===== config.mk =====
export PLATFORM = sky130hd
export DESIGN_NAME = me_result_fifo_flat
export DESIGN_NICKNAME = d
export VERILOG_FILES = /design/src/rtl/me_result_fifo_if.sv /design/src/rtl/me_result_fifo.sv /design/src/flat_wrapper.sv
export SDC_FILE = /design/constraint.sdc
export NUM_CORES = 1
export LEC_CHECK = 0
export CAP_MARGIN = 30
export CELL_PAD_IN_SITES_DETAIL_PLACEMENT = 1
export CELL_PAD_IN_SITES_GLOBAL_PLACEMENT = 1
export CORE_ASPECT_RATIO = 0.7
export CORE_MARGIN = 5
export CORE_UTILIZATION = 55
export CTS_CLUSTER_DIAMETER = 120
export DETAILED_ROUTE_END_ITERATION = 7
export PLACE_DENSITY_LB_ADDON = 0.1
export SYNTH_ARGS = -nofsm -noshare
export SYNTH_HDL_FRONTEND = slang
export SYNTH_SLANG_ARGS = --single-unit
export TNS_END_PERCENT = 1

===== constraint.sdc =====
create_clock -name clk -period 7.75 [get_ports clk]
set_input_delay 1.55 -clock clk [delete_from_list [all_inputs] [get_ports clk]]
set_output_delay 1.55 -clock clk [all_outputs]
set_load 0.05 [all_outputs]

===== src/rtl/me_result_fifo_if.sv =====
// Result stream leaving the motion-estimation result FIFO: head entry payload
// plus a valid/ready handshake. The FIFO drives it as master; the consumer is slave.
interface me_result_fifo_if #(
   parameter int SAD_BIT_WIDTH = 14
);
   logic                     out_valid;
   logic                     out_ready;
   logic [SAD_BIT_WIDTH-1:0] out_sad;
   logic [5:0]               out_mv_x;
   logic [5:0]               out_mv_y;
   logic [3:0]               out_blk_x;
   logic [3:0]               out_blk_y;
   logic                     out_last;

   modport master (
      output out_valid,
      output out_sad,
      output out_mv_x,
      output out_mv_y,
      output out_blk_x,
      output out_blk_y,
      output out_last,
      input  out_ready
   );

   modport slave (
      input  out_valid,
      input  out_sad,
      input  out_mv_x,
      input  out_mv_y,
      input  out_blk_x,
      input  out_blk_y,
      input  out_last,
      output out_ready
   );
endinterface


===== src/rtl/me_result_fifo.sv =====
// Captures one ME result per 8x8 block on the rising edge of data_valid, converts it
// to a signed motion vector tagged with its block position, and queues it (FWFT FIFO).
module me_result_fifo #(
   parameter int SAD_BIT_WIDTH  = 14,
   parameter int FIFO_DEPTH     = 8,
   parameter int BLOCKS_PER_ROW = 4,
   parameter int BLOCK_ROWS     = 4,
   parameter int MV_OFFSET      = 8
) (
   input  logic                          clk,
   input  logic                          rst,
   input  logic                          clear_i,
   input  logic                          data_valid,
   input  logic [SAD_BIT_WIDTH-1:0]      MSAD,
   input  logic [4:0]                    MSAD_column,
   input  logic [4:0]                    MSAD_row,
   me_result_fifo_if.master              out,
   output logic [$clog2(FIFO_DEPTH):0]   fifo_count,
   output logic                          overflow,
   output logic                          frame_done
);

   localparam int AW = $clog2(FIFO_DEPTH);
   localparam int CW = AW + 1;
   localparam logic [3:0]    BX_MAX = 4'(BLOCKS_PER_ROW - 1);
   localparam logic [3:0]    BY_MAX = 4'(BLOCK_ROWS - 1);
   localparam logic [5:0]    MV_OFF = 6'(MV_OFFSET);
   localparam logic [CW-1:0] FULL_COUNT = CW'(FIFO_DEPTH);

   typedef struct packed {
      logic [SAD_BIT_WIDTH-1:0] sad;
      logic [5:0]               mv_x;
      logic [5:0]               mv_y;
      logic [3:0]               blk_x;
      logic [3:0]               blk_y;
      logic                     last;
   } entry_t;

   // Payload storage carries no reset: contents are only meaningful below count_reg.
   entry_t          mem [FIFO_DEPTH];

   logic [AW-1:0]   wr_ptr_reg;
   logic [AW-1:0]   rd_ptr_reg;
   logic [CW-1:0]   count_reg;
   logic [3:0]      bx_reg;
   logic [3:0]      by_reg;
   logic            dv_q_reg;
   logic            overflow_reg;
   logic            frame_done_reg;

   logic            cap;
   logic            empty;
   logic            full;
   logic            pop;
   logic            push;
   logic            blk_last;
   entry_t          new_entry;
   entry_t          head;

   always_comb begin
      cap      = data_valid & ~dv_q_reg;
      empty    = (count_reg == '0);
      full     = (count_reg == FULL_COUNT);
      pop      = ~empty & out.out_ready;
      // A full FIFO still accepts a result when the head leaves in the same cycle.
      push     = cap & (~full | pop);
      blk_last = (bx_reg == BX_MAX) && (by_reg == BY_MAX);
      head     = mem[rd_ptr_reg];

      new_entry       = '0;
      new_entry.sad   = MSAD;
      new_entry.mv_x  = {1'b0, MSAD_column} - MV_OFF;
      new_entry.mv_y  = {1'b0, MSAD_row} - MV_OFF;
      new_entry.blk_x = bx_reg;
      new_entry.blk_y = by_reg;
      new_entry.last  = blk_last;
   end

   always_ff @(posedge clk) begin
      if (push && !clear_i) begin
         mem[wr_ptr_reg] <= new_entry;
      end
   end

   always_ff @(posedge clk or posedge rst) begin
      if (rst) begin
         wr_ptr_reg     <= '0;
         rd_ptr_reg     <= '0;
         count_reg      <= '0;
         bx_reg         <= '0;
         by_reg         <= '0;
         dv_q_reg       <= 1'b0;
         overflow_reg   <= 1'b0;
         frame_done_reg <= 1'b0;
      end else if (clear_i) begin
         wr_ptr_reg     <= '0;
         rd_ptr_reg     <= '0;
         count_reg      <= '0;
         bx_reg         <= '0;
         by_reg         <= '0;
         // Tracking the live level means a data_valid already high is not a new result.
         dv_q_reg       <= data_valid;
         overflow_reg   <= 1'b0;
         frame_done_reg <= 1'b0;
      end else begin
         dv_q_reg       <= data_valid;
         frame_done_reg <= pop & head.last;

         if (push) begin
            wr_ptr_reg <= wr_ptr_reg + 1'b1;
         end
         if (pop) begin
            rd_ptr_reg <= rd_ptr_reg + 1'b1;
         end

         case ({push, pop})
            2'b10:   count_reg <= count_reg + 1'b1;
            2'b01:   count_reg <= count_reg - 1'b1;
            default: count_reg <= count_reg;
         endcase

         // Block position advances on dropped results too, so later tags stay aligned.
         if (cap) begin
            if (blk_last) begin
               bx_reg <= '0;
               by_reg <= '0;
            end else if (bx_reg == BX_MAX) begin
               bx_reg <= '0;
               by_reg <= by_reg + 1'b1;
            end else begin
               bx_reg <= bx_reg + 1'b1;
            end
            if (!push) begin
               overflow_reg <= 1'b1;
            end
         end
      end
   end

   always_comb begin
      out.out_valid = ~empty;
      out.out_sad   = empty ? '0 : head.sad;
      out.out_mv_x  = empty ? '0 : head.mv_x;
      out.out_mv_y  = empty ? '0 : head.mv_y;
      out.out_blk_x = empty ? '0 : head.blk_x;
      out.out_blk_y = empty ? '0 : head.blk_y;
      out.out_last  = empty ? 1'b0 : head.last;
   end

   assign fifo_count = count_reg;
   assign overflow   = overflow_reg;
   assign frame_done = frame_done_reg;

endmodule


===== src/flat_wrapper.sv =====
// flat-port wrapper written by rule: the top's interface ports become plain ports
module me_result_fifo_flat 
#(
   parameter int SAD_BIT_WIDTH  = 14,
   parameter int FIFO_DEPTH     = 8,
   parameter int BLOCKS_PER_ROW = 4,
   parameter int BLOCK_ROWS     = 4,
   parameter int MV_OFFSET      = 8
)
  (clk, rst, clear_i, data_valid, MSAD, MSAD_column, MSAD_row, fifo_count, overflow, frame_done, out_out_valid, out_out_sad, out_out_mv_x, out_out_mv_y, out_out_blk_x, out_out_blk_y, out_out_last, out_out_ready);
  me_result_fifo_if #(.SAD_BIT_WIDTH(SAD_BIT_WIDTH)) out_i ();
  input  logic clk;
  input  logic rst;
  input  logic clear_i;
  input  logic data_valid;
  input  logic [SAD_BIT_WIDTH-1:0] MSAD;
  input  logic [4:0] MSAD_column;
  input  logic [4:0] MSAD_row;
  output logic [$clog2(FIFO_DEPTH):0] fifo_count;
  output logic overflow;
  output logic frame_done;
  output wire logic [$bits(out_i.out_valid)-1:0] out_out_valid;
  output wire logic [$bits(out_i.out_sad)-1:0] out_out_sad;
  output wire logic [$bits(out_i.out_mv_x)-1:0] out_out_mv_x;
  output wire logic [$bits(out_i.out_mv_y)-1:0] out_out_mv_y;
  output wire logic [$bits(out_i.out_blk_x)-1:0] out_out_blk_x;
  output wire logic [$bits(out_i.out_blk_y)-1:0] out_out_blk_y;
  output wire logic [$bits(out_i.out_last)-1:0] out_out_last;
  input wire logic [$bits(out_i.out_ready)-1:0] out_out_ready;
  assign out_out_valid = out_i.out_valid;
  assign out_out_sad = out_i.out_sad;
  assign out_out_mv_x = out_i.out_mv_x;
  assign out_out_mv_y = out_i.out_mv_y;
  assign out_out_blk_x = out_i.out_blk_x;
  assign out_out_blk_y = out_i.out_blk_y;
  assign out_out_last = out_i.out_last;
  assign out_i.out_ready = out_out_ready;
  me_result_fifo #(.SAD_BIT_WIDTH(SAD_BIT_WIDTH), .FIFO_DEPTH(FIFO_DEPTH), .BLOCKS_PER_ROW(BLOCKS_PER_ROW), .BLOCK_ROWS(BLOCK_ROWS), .MV_OFFSET(MV_OFFSET)) u_core (.clk(clk), .rst(rst), .clear_i(clear_i), .data_valid(data_valid), .MSAD(MSAD), .MSAD_column(MSAD_column), .MSAD_row(MSAD_row), .out(out_i), .fifo_count(fifo_count), .overflow(overflow), .frame_done(frame_done));
endmodule

; ---- Word level (Yosys, flattened, before mapping)
; Memories as Yosys holds them, arrays and structs flattened.
; Cells that the tools add are included.
[classes]
addsub = 8
n_eq_ne = 6
muxes = 26
bitwise = 8
n_reduce_logical = 11
[ops]
columns = cell, count
row1 = $mux W4, 11
row2 = $mux W14, 1
row3 = $add A4 B1 Y4 const B, 3
row4 = $mux W3, 4
row5 = $mux W6, 2
row6 = $sub A5 B4 Y6 const B, 2
row7 = $eq A4 B2 Y1 const B, 2
row8 = $pmux W4 S2, 1
row9 = $mux W1, 7
row10 = $add A3 B1 Y3 const B, 2
row11 = $reduce_bool A2 Y1, 3
row12 = $reduce_bool A3 Y1, 2
row13 = $and A1 B1 Y1, 4
row14 = $eq A4 B4 Y1 const B, 1
row15 = $logic_not A4 Y1, 1
row16 = $reduce_and A2 Y1, 2
row17 = $sub A4 B1 Y4 const B, 1
row18 = $not A1 Y1, 3
row19 = $eq A2 B1 Y1 const B, 1
row20 = $eq A2 B2 Y1 const B, 1
row21 = $logic_and A1 B1 Y1, 2
row22 = $ne A2 B2 Y1 const B, 1
row23 = $logic_not A1 Y1, 1
row24 = $or A1 B1 Y1, 1
[totals]
ff_bits = 21
ram_bits = 280
out_inout_bits = 42
word_cells = 68
n_memories = 1
[mem_list]
columns = memory, depth, word_bits, rd, rd_ports_with_merged_regs, wr, line
row1 = u_core.mem, 8, 35, 1, 0, 1, me_result_fifo.sv:40  ; entry_t mem [FIFO_DEPTH];

; ---- Longest topological paths before layout
; Gate-level depths: netlist of the first run.
[depth]
word_depth = 8
mapped_depth = 8
mapped_depth_nobuf = 7

; ---- Worst setup path after synthesis of the first run
; No wires, ideal clock.
[synth_timing]
path_type = input-to-reg
startpoint = in data_valid
endpoint = mem u_core.mem[6][0] in the netlist's numbering (enable)
setup_time_ns = 0.478
t_arrival_ns = 4.691
setup_slack_ns = 2.580
cell_stages = 4
cell_sequence = nand2b_1 > a31oi_2 > nand3b_1 > nor3b_1
[synth_via]
elab_chain_cells = 5
[synth_lines]
columns = item, line
row1 = "start, declared", flat_wrapper.sv:15  ; input logic data_valid;
row2 = $and A1 B1 Y1, me_result_fifo.sv:61  ; cap = data_valid & ~dv_q_reg;
row3 = $and A1 B1 Y1, me_result_fifo.sv:66  ; push = cap & (~full | pop);
row4 = $logic_and A1 B1 Y1, me_result_fifo.sv:80  ; if (push && !clear_i) begin
row5 = $mux W1, me_result_fifo.sv:80
row6 = $mux W1 (implied by the code), me_result_fifo.sv:81  ; mem[wr_ptr_reg] <= new_entry;
row7 = "end, declared", me_result_fifo.sv:40
; Every way passes these cells.

; ---- Worst setup path in the final report of the first run
[layout_timing]
startpoint = reg u_core.rd_ptr_reg[0]
endpoint = out out_out_mv_y[4]
[layout_via]
elab_chain_cells = 2
[layout_lines]
columns = item, line
row1 = "start, declared", me_result_fifo.sv:43  ; logic [AW-1:0] rd_ptr_reg;
row2 = "start signal, assigned", me_result_fifo.sv:113  ; rd_ptr_reg <= rd_ptr_reg + 1'b1;
row3 = $mem_v2 Z8 W35, n/a
row4 = $mux W6, me_result_fifo.sv:144  ; out.out_mv_y = empty ? '0 : head.mv_y;
row5 = "end, declared", flat_wrapper.sv:25  ; output wire logic [$bits(out_i.out_mv_y)-1:0] out_out_mv_y;
; Every way passes these cells.

==> summary.md, run 1 <==
| Metric | Value |
|---|---|
| Post-Syn Area | 0.0119 sq mm |
| Final antenna diode count | 0 |
| Util after Layout | 65.0% |
| Register Area | 0.00894 sq mm |
| Final hold vios | 0 |
| Placed cells | 929 |
| CP Class | reg -> out |
| Post-route clock skew | 0.00675 ns |
| P_int | 3210 uW |
| Total chip power | 4810 uW |
| Combinational share of power | 30.7% |
| Ys async rst share | 6.98% |
| TritonRoute pass-1 iters | 4 |
| CTS tree | done |
| Final setup fails | 0 |
| H-tree depth | 1 |
| Req. time, crit path | 6.20 ns |
| Starting Density | 55.5% |
| Worst Path Max Fanout | 40 |
| Area of the multi-input gates | 0.00286 sq mm |
| Pleak | 0.00441 uW |
| Vias in the first global route | 6474 |
| Syn. warnings | 0 |
| Avg WL per Cell | 25.9 um |
| Slew Limit Fails | 0 |
| Initial antenna violation count | 0 |
| DRT iter0 DRCs | 465 |
| Worst slew pin tran | 0.907 ns |
| Max_slew headroom | 39.2% |
| Clock sinks | 301 |
| Status | complete, no violations |
| Most common cell in the netlist | edfxtp_1 |
| Max FFs per register | 280 |
| Final WL | 25400 um |
| Post-CTS Setup Inserts | 0 |
| Pwr/cell area | 344 mW/mm^2 |
| Post-route ant nets | 0 |
| Latest clock arrival within the worst-skew pair | 0.54 ns |
| First-pass GRT wire length | 39400 um |
| Net Switching | 1600 uW |
| Register area share after synthesis | 74.9% |
| Tmin final | 5.42 ns |
| Vias per inst | 5.96 |
| Worst Path Arrival | 3.87 ns |
| Tot GR Track Use | 20.9% |
| RSZ-0062 raised after global routing | false |
| Hold_sp | u_core.overflow |
| Area leader, netlist | edfxtp_1 |
| Boundary pin count | 71 |
| Area share of the largest cell type after synthesis | 70.5% |
| Final worst slack | 2.33 ns |
| Total grt overflow | 0 |
| Die ar. | 0.0248 sq mm |
| Avg Synthesized Cell Area | 20.1 sq um |
| Commonest cells in the netlist | edfxtp_1 (280), mux4_2 (70), nor2_1 (51) |
| CTS root buf | clkbuf_16 |
| Finished Layout Cells | 982 |
| Row Count | 45 |
| Number of buffers created by CTS | 29 |
| Synth top area cells | edfxtp_1 (70%), mux4_2 (13%), dfrtp_1 (4.4%), mux2i_1 (3.2%), nor2_1 (1.6%) |
| Dpl hpwl | 13900 um |
| Flop and latch count out of synthesis | 301 |
| Largest net degree at the start of global routing | 41 |
| Via count | 5857 |
| Syn Nets | 631 |
| Synthesized instance count | 593 |
| Setup TNS | 0 ns |
| # fillers | 1788 |
| Switching share of power | 33.3% |
| Fmax achieved | 184 MHz |
| Fin nets | 716 |
| Reg clk slew, reported paths | 0.06 ns |
| CP Launch Type | flip-flop |
| Port buffer count | 70 |
| Share of cells above drive strength 1 | 20.7% |
| PostCTS Resize Cnt | 0 |
| Worst Hold Class | reg -> reg |
| Drc violations | 0 |
| EDFF count, synth | 280 |
| Post-synth top flop | edfxtp_1 |
| Worst reg2reg startpoint | u_core.dv_q_reg |
| Register with the most flip-flops | u_core.mem |
| DP Worst Slack | 2.84 ns |
| Flop pwr share | 39.6% |
| Clock Tree Buf Depth | 3 |
| CTS Hold Bufs | 0 |
| Die Width | 186 um |
| Netlist cell types | 45 |
| Core area | 0.0215 sq mm |
| Maximum vdd ir drop | 0.307 mV |
| Layout area overhead | 17.2% |
| RePlAce Congestion | 0.695 |
| Die Y | 133 um |
| Period Utilization, post-route | 70.0% |
| Max Cap Violations | 0 |
| CP Capture Type | output pin |
| Clock group share of total power | 29.8% |
| CP startpoint | u_core.rd_ptr_reg[0] |
[stage by stage]
| stage | cell area, sq um | hold slack [ns] |
|---|---|---|
| floorplan | 11900 | 0.527 |
| global placement | 13000 | 0.497 |
| detailed placement | 13000 | 0.524 |
| CTS | 14000 | 0.537 |
| global route | 14000 | 0.587 |
| finish | 14000 | 0.527 |
[worst paths after layout]
kind,to,slack (ns),cells after the start
max,out_out_mv_y[4],2.33,5
max in group asynchronous,u_core.rd_ptr_reg[0],5.63,2
min,u_core.overflow,0.53,2
min reg2reg,u_core.overflow,0.53,2
max reg2reg,u_core.mem[5][5],4.54,5
min in group asynchronous,u_core.fifo_count[3],1.49,2
[area by class of cell]
type                       instances  share of cell area (%)
clock buffer                      31                    5.25
clock inverter                    22                    1.65
inverter                          11                   0.295
multi-input combinational        250                    20.5
sequential                       301                    64.0
tap                              282                    2.53
timing repair buffer              85                    5.82
[cell usage in the layout, fill, tap and decap left out, types with 3 or more instances in the layout]
master / count
a21oi_1: 10
xor2_1: 4
ha_1: 8
clkinv_1: 12
bufinv_16: 5
clkdlybuf4s50_1: 70
nor3b_2: 4
nand2_1: 13
nor2b_1: 3
inv_1: 9
mux4_2: 70
mux2i_1: 38
buf_4: 15
nor3_1: 3
dfrtp_1: 18
edfxtp_1: 280
xnor2_1: 4
nor2_1: 49
clkbuf_16: 29
nand3_1: 8
[worst max-delay path, cell delays in order, from the launching register on]
cell,delay (ns)
dfrtp_4,0.93
buf_4,0.67
mux4_2,0.63
mux2i_1,0.24
nor2_1,0.06
clkdlybuf4s50_1,0.74
[metal layers]
layer / wire length (um) / track usage [%] / vias to the layer above / part of all wire [%]
met5: 0 / 0 / - / 0
met4: 361 / 3.76 / 0 / 1.4
li1: - / - / 2571 / -
met1: 11300 / 30.6 / 3118 / 44
met2: 12700 / 34.4 / 137 / 50
met3: 1020 / 3.30 / 31 / 4.0
[power groups by stage]
stage | Clock (uW) | Sequential, uW | Combinational [uW]
CTS | 1450 | 1910 | 1490
global route | 1540 | 1910 | 1560
finish | 1430 | 1900 | 1470
global placement | 0 | 1940 | 1460
detailed placement | 0 | 1940 | 1480
floorplan | 0 | 1890 | 1080
[cell families (layout without fill, tap and decap cells)]
logic type                 Yosys count  count (layout)  share of synthesized area [%]
xor gates and xnor gates             8               8                          0.587
AOI/OAI and AO/OA                   26              26                           1.53
DFF                                301             301                           74.9
adders and majority gates            9               9                           1.01
buffers and inverters               42             149                           1.48
and+or+nand+nor                     97              97                           3.87
muxes                              110             110                           16.6
No activity file was read; power rests on OpenSTA's default activity.
==> run 2, diff against run 1 <==
--- a/config.mk
+++ b/config.mk
@@ -10,7 +10,7 @@
 export CELL_PAD_IN_SITES_GLOBAL_PLACEMENT = 1
 export CORE_ASPECT_RATIO = 0.7
 export CORE_MARGIN = 5
-export CORE_UTILIZATION = 55
+export CORE_UTILIZATION = 47
 export CTS_CLUSTER_DIAMETER = 120
 export DETAILED_ROUTE_END_ITERATION = 7
 export PLACE_DENSITY_LB_ADDON = 0.1
==> constraint.sdc (replaced) <==
create_clock -name clk -period 4.95 [get_ports clk]
set_input_delay 0.99 -clock clk [delete_from_list [all_inputs] [get_ports clk]]
set_output_delay 0.99 -clock clk [all_outputs]
set_load 0.05 [all_outputs]
==> run 2 against run 1 <==
Compared with the run above: design area up 0.17%; critical path type unchanged; via count up 0.31%; clock skew up 0.011 ns; register-to-register slack worse by 2.3 ns; worst setup slack worse by 1.7 ns; die area up 16%; global-route usage down 3.2 points; cell count up 4.8%; highest routed layer unchanged.
==> summary.md, run 2 (synthesis gave the netlist of run 1 again) <==
| Metric | Value |
|---|---|
| CP Capture Type | output pin |
| Clock Tree Buf Depth | 3 |
| Number of buffers created by CTS | 29 |
| CTS tree | done |
| Starting Density | 48.1% |
| CP Class | reg -> out |
| Met1 usage | 25.7% |
| Dpl hpwl | 14200 um |
| Final antenna diode count | 0 |
| Fin nets | 722 |
| TritonRoute pass-1 iters | 4 |
| CTS root buf | clkbuf_16 |
| Tmin final | 4.31 ns |
| Period Utilization, post-route | 87.0% |
| Die ar. | 0.0287 sq mm |
| CP Launch Type | flip-flop |
| Largest net degree at the start of global routing | 56 |
| Register with the most flip-flops | u_core.mem |
| Final hold vios | 0 |
| Worst Path Max Fanout | 26 |
| Initial antenna violation count | 0 |
| Status | complete, no violations |
| Pleak | 0.00441 uW |
| PostCTS Resize Cnt | 0 |
| RSZ-0062 raised after global routing | false |
| Port buffer count | 70 |
| Core area | 0.0248 sq mm |
| First-pass GRT wire length | 39300 um |
| Tot GR Track Use | 17.7% |
| Commonest cells after routing, fill and taps aside | edfxtp_1 (280), mux4_2 (70), clkdlybuf4s50_1 (70), nor2_1 (49), mux2i_1 (38) |
| Slew Limit Fails | 0 |
| Global route hottest layer | met2 |
| Fmax achieved | 232 MHz |
| Commonest non-fill, non-tap cell in the layout | edfxtp_1 |
| Vias per inst | 5.71 |
| Final setup fails | 0 |
| Share of cells above drive strength 1 | 21.2% |
| H-tree depth | 1 |
| GRT met3 Usage | 2.75% |
| Layout area overhead | 17.4% |
| Max Cap Violations | 0 |
| Row Count | 48 |
| Setup TNS | 0 ns |
| Final WL | 25100 um |
| Total chip power | 7330 uW |
| Maximum vdd ir drop | 0.344 mV |
| Avg WL per Cell | 24.4 um |
| Worst Path Arrival | 3.32 ns |
| Post-route ant nets | 0 |
| Pwr/cell area | 524 mW/mm^2 |
| Die Width | 200 um |
| Placed cells | 978 |
| Total grt overflow | 0 |
| Req. time, crit path | 3.96 ns |
| RePlAce Congestion | 0.727 |
| Clock sinks | 301 |
| Post-route clock skew | 0.0174 ns |
| Via count | 5875 |
| Boundary pin count | 71 |
| Die Y | 143 um |
| Global Route met2 Usage | 29.5% |
| Max FFs per register | 280 |
| Worst slew pin tran | 0.956 ns |
| Post-CTS Setup Inserts | 0 |
| Drc violations | 0 |
| Util after Layout | 56.4% |
| Vias in the first global route | 6374 |
| Max_slew headroom | 36.3% |
| Latest clock arrival within the worst-skew pair | 0.54 ns |
| CTS Hold Bufs | 0 |
| DRT iter0 DRCs | 359 |
| Worst Hold Class | reg -> reg |
| Reg clk slew, reported paths | 0.07 ns |
| # fillers | 2182 |
| Finished Layout Cells | 1029 |
-- run 2: cell count changes in the layout (fill, tap and decap cells not counted), sizes merged --
cell      delta
clkinv       -3
inv          -1
clkbuf       +5
buf          +6
clkinvlp     +1
bufinv       -4
-- run 2: area by class of cell --
class,count,area (sq um),share of cell area [%]
clock buffer,36,752,5.37
clock inverter,15,96.3,0.688
inverter,11,41.3,0.295
multi-input combinational,250,2860,20.5
sequential,301,8940,63.9
tap,325,407,2.91
timing repair buffer,91,896,6.40
-- run 2: path summary, 6_finish.rpt --
check | start | end | slack (ns) | cells after the start
max | u_core.rd_ptr_reg[0] | out_out_sad[4] | 0.64 | 5
min | u_core.overflow | u_core.overflow | 0.51 | 2
max reg2reg | u_core.fifo_count[0] | u_core.fifo_count[3] | 2.28 | 7
min reg2reg | u_core.overflow | u_core.overflow | 0.51 | 2
max in group asynchronous | rst | u_core.rd_ptr_reg[0] | 3.42 | 2
min in group asynchronous | rst | u_core.overflow | 0.92 | 2
-- run 2: metrics by stage --
step	hold slack [ns]	area, sq um	setup slack [ns]
detailed placement	0.506	13100	1.12
floorplan	0.527	11900	0.340
global placement	0.481	13100	1.14
CTS	0.523	14000	0.529
global route	0.574	14000	0.403
finish	0.506	14000	0.642
-- run 2: worst max-delay path: stages (launching register included) --
cell and delay [ns]:
dfrtp_4 0.78, buf_4 0.44, mux4_2 0.56, mux2i_1 0.18, nor2_1 0.06, clkdlybuf4s50_1 0.73
-- run 2: power by group --
part / switching, uW / internal, uW
clock network: 883 / 1120
registers: 150 / 2820
logic: 1460 / 896
-- run 2: per-layer routing --
| metal | vias to the layer above | wire length, um |
|---|---|---|
| li1 | 2569 | - |
| met1 | 3169 | 11700 |
| met2 | 105 | 12300 |
| met3 | 32 | 884 |
| met4 | 0 | 357 |
| met5 | - | 0 |
==> run 3, diff against run 2 <==
--- a/config.mk
+++ b/config.mk
@@ -8,11 +8,12 @@
 export CAP_MARGIN = 30
 export CELL_PAD_IN_SITES_DETAIL_PLACEMENT = 1
 export CELL_PAD_IN_SITES_GLOBAL_PLACEMENT = 1
-export CORE_ASPECT_RATIO = 0.7
+export CORE_ASPECT_RATIO = 1.2
 export CORE_MARGIN = 5
 export CORE_UTILIZATION = 47
 export CTS_CLUSTER_DIAMETER = 120
 export DETAILED_ROUTE_END_ITERATION = 7
+export HOLD_SLACK_MARGIN = 0.03
 export PLACE_DENSITY_LB_ADDON = 0.1
 export SYNTH_ARGS = -nofsm -noshare
 export SYNTH_HDL_FRONTEND = slang
==> constraint.sdc (replaced) <==
create_clock -name clk -period 4.95 [get_ports clk]
set_input_delay 1.2375 -clock clk [delete_from_list [all_inputs] [get_ports clk]]
set_output_delay 1.2375 -clock clk [all_outputs]
set_load 0.05 [all_outputs]
==> run 3 against run 2 <==
Compared with the run above: combinational power barely moved; die area fell by 0.13%; critical path type unchanged; power rose by 0.95%.
==> summary.md, run 3 (synthesis gave the netlist of run 1 again) <==
| Metric | Value |
|---|---|
| Die Y | 185 um |
| Row Count | 63 |
| Commonest cells after routing, fill and taps aside | edfxtp_1 (280), mux4_2 (70), clkdlybuf4s50_1 (70), nor2_1 (49), mux2i_1 (38) |
| Critical Path Slowest Stage Cell | clkdlybuf4s50_1 |
| Reg clk slew, reported paths | 0.06 ns |
| RePlAce Congestion | 0.729 |
| Util after Layout | 56.5% |
| Via count | 5817 |
| Latest clock arrival within the worst-skew pair | 0.55 ns |
| Layout area overhead | 18.1% |
| Clock Tree Buf Depth | 3 |
| Worst Hold Depth | 2 |
| CP Cell Sequence | buf_4 -> mux4_2 -> mux2i_1 -> nor2_1 -> clkdlybuf4s50_1 |
| Final setup fails | 0 |
| CP Capture Type | output pin |
| First-pass GRT wire length | 38800 um |
| Placed cells | 979 |
| Tot GR Track Use | 17.7% |
| Drc violations | 0 |
| Core area | 0.0249 sq mm |
| Avg WL per Cell | 24.0 um |
| Vias in the first global route | 6555 |
| Final hold vios | 0 |
| Port buffer count | 70 |
| Status | complete, no violations |
| Tmin final | 4.40 ns |
| Req. time, crit path | 3.71 ns |
| RSZ-0062 raised after global routing | false |
| Slew Limit Fails | 0 |
| Die ar. | 0.0287 sq mm |
| Post-CTS Setup Inserts | 0 |
| CTS tree | done |
| Register with the most flip-flops | u_core.mem |
| Starting Density | 47.9% |
| Share of cells above drive strength 1 | 21.8% |
| CP Launch Type | flip-flop |
| Slowest stage delay, CP | 0.75 ns |
| Final WL | 24900 um |
| Clock sinks | 301 |
| CTS root buf | clkbuf_16 |
| PostCTS Resize Cnt | 0 |
| Largest net degree at the start of global routing | 39 |
| Boundary pin count | 71 |
| Period Utilization, post-route | 88.9% |
| Final antenna diode count | 0 |
| Fmax achieved | 227 MHz |
| Max Cap Violations | 0 |
| Finished Layout Cells | 1035 |
| Pwr/cell area | 526 mW/mm^2 |
| CTS Hold Bufs | 0 |
| Initial antenna violation count | 0 |
| Post-route ant nets | 0 |
| Dpl hpwl | 14500 um |
| Maximum vdd ir drop | 0.498 mV |
| DRT iter0 DRCs | 378 |
| Number of buffers created by CTS | 30 |
| Hold WS | 0.520 ns |
| Worst Path Arrival | 3.16 ns |
| CP Class | reg -> out |
| Worst Hold Class | reg -> reg |
| Vias per inst | 5.62 |
| Max_slew headroom | 42.7% |
| # fillers | 2239 |
| Commonest non-fill, non-tap cell in the layout | edfxtp_1 |
| H-tree depth | 1 |
| Post-route clock skew | 0.0158 ns |
| Die Width | 155 um |
| Max FFs per register | 280 |
| FF-to-FF path depth | 7 |
| Worst slew pin tran | 0.859 ns |
| Setup TNS | 0 ns |
| Fin nets | 724 |
| Pleak | 0.00446 uW |
| TritonRoute pass-1 iters | 6 |
| Total grt overflow | 0 |
| Worst Path Max Fanout | 18 |
run 3: changes by cell type in the layout (fill, tap and decap cells not counted), moves of 2 or more:
cell | before | now
clkbuf_8 | 0 | 4
clkbuf_1 | 7 | 9
clkinvlp_4 | 2 | 0
clkinv_1 | 7 | 5
run 3: area by class of cell:
| class | instances | area (sq um) | share of cell area [%] |
|---|---|---|---|
| sequential | 301 | 8940 | 63.5 |
| timing repair buffer | 92 | 916 | 6.50 |
| clock buffer | 43 | 840 | 5.96 |
| inverter | 11 | 41.3 | 0.293 |
| clock inverter | 13 | 73.8 | 0.524 |
| multi-input combinational | 250 | 2860 | 20.3 |
| tap | 325 | 407 | 2.89 |
run 3: layer usage:
metal / vias to the layer above / share of wire, % / GRT usage (%)
met4: 0 / 1.2 / 3.68
li1: 2567 / - / -
met5: - / 0 / 0
met3: 26 / 3.7 / 2.40
met2: 124 / 53 / 31.7
met1: 3100 / 42 / 23.2
run 3: path summary, 6_finish.rpt:
kind | from | to | slack, ns
worst max-delay path | u_core.rd_ptr_reg[0] | out_out_blk_x[3] | 0.55
worst min-delay path | u_core.overflow | u_core.overflow | 0.52
worst max register to register | u_core.fifo_count[0] | u_core.fifo_count[3] | 2.33
worst min register to register | u_core.overflow | u_core.overflow | 0.52
max in group asynchronous | rst | u_core.rd_ptr_reg[1] | 3.15
min in group asynchronous | rst | u_core.by_reg[1] | 1.16
run 3: where the power goes:
part / internal, uW / switching (uW) / total, uW
sequential: 2820 / 118 / 2940
combinational: 901 / 1470 / 2370
clock: 1180 / 912 / 2090
total: 4900 / 2500 / 7400
run 3: critical path, delay by kind of cell, from the launching register on:
kind | cells | cell delay (ns)
buf+inv | 2 | 1.10
mux | 2 | 0.74
flops | 1 | 0.65
simple gates | 1 | 0.12
run 3: through the flow:
stage                     worst slack, ns  instance area [sq um]  power [uW]
final                               0.552                  14100        7400
after global routing                0.376                  14100        7730
after CTS                           0.454                  14100        7510
after detailed placement             1.06                  13200        5400
after global placement               1.09                  13200        5370
after floorplan                    0.0930                  11900        4650
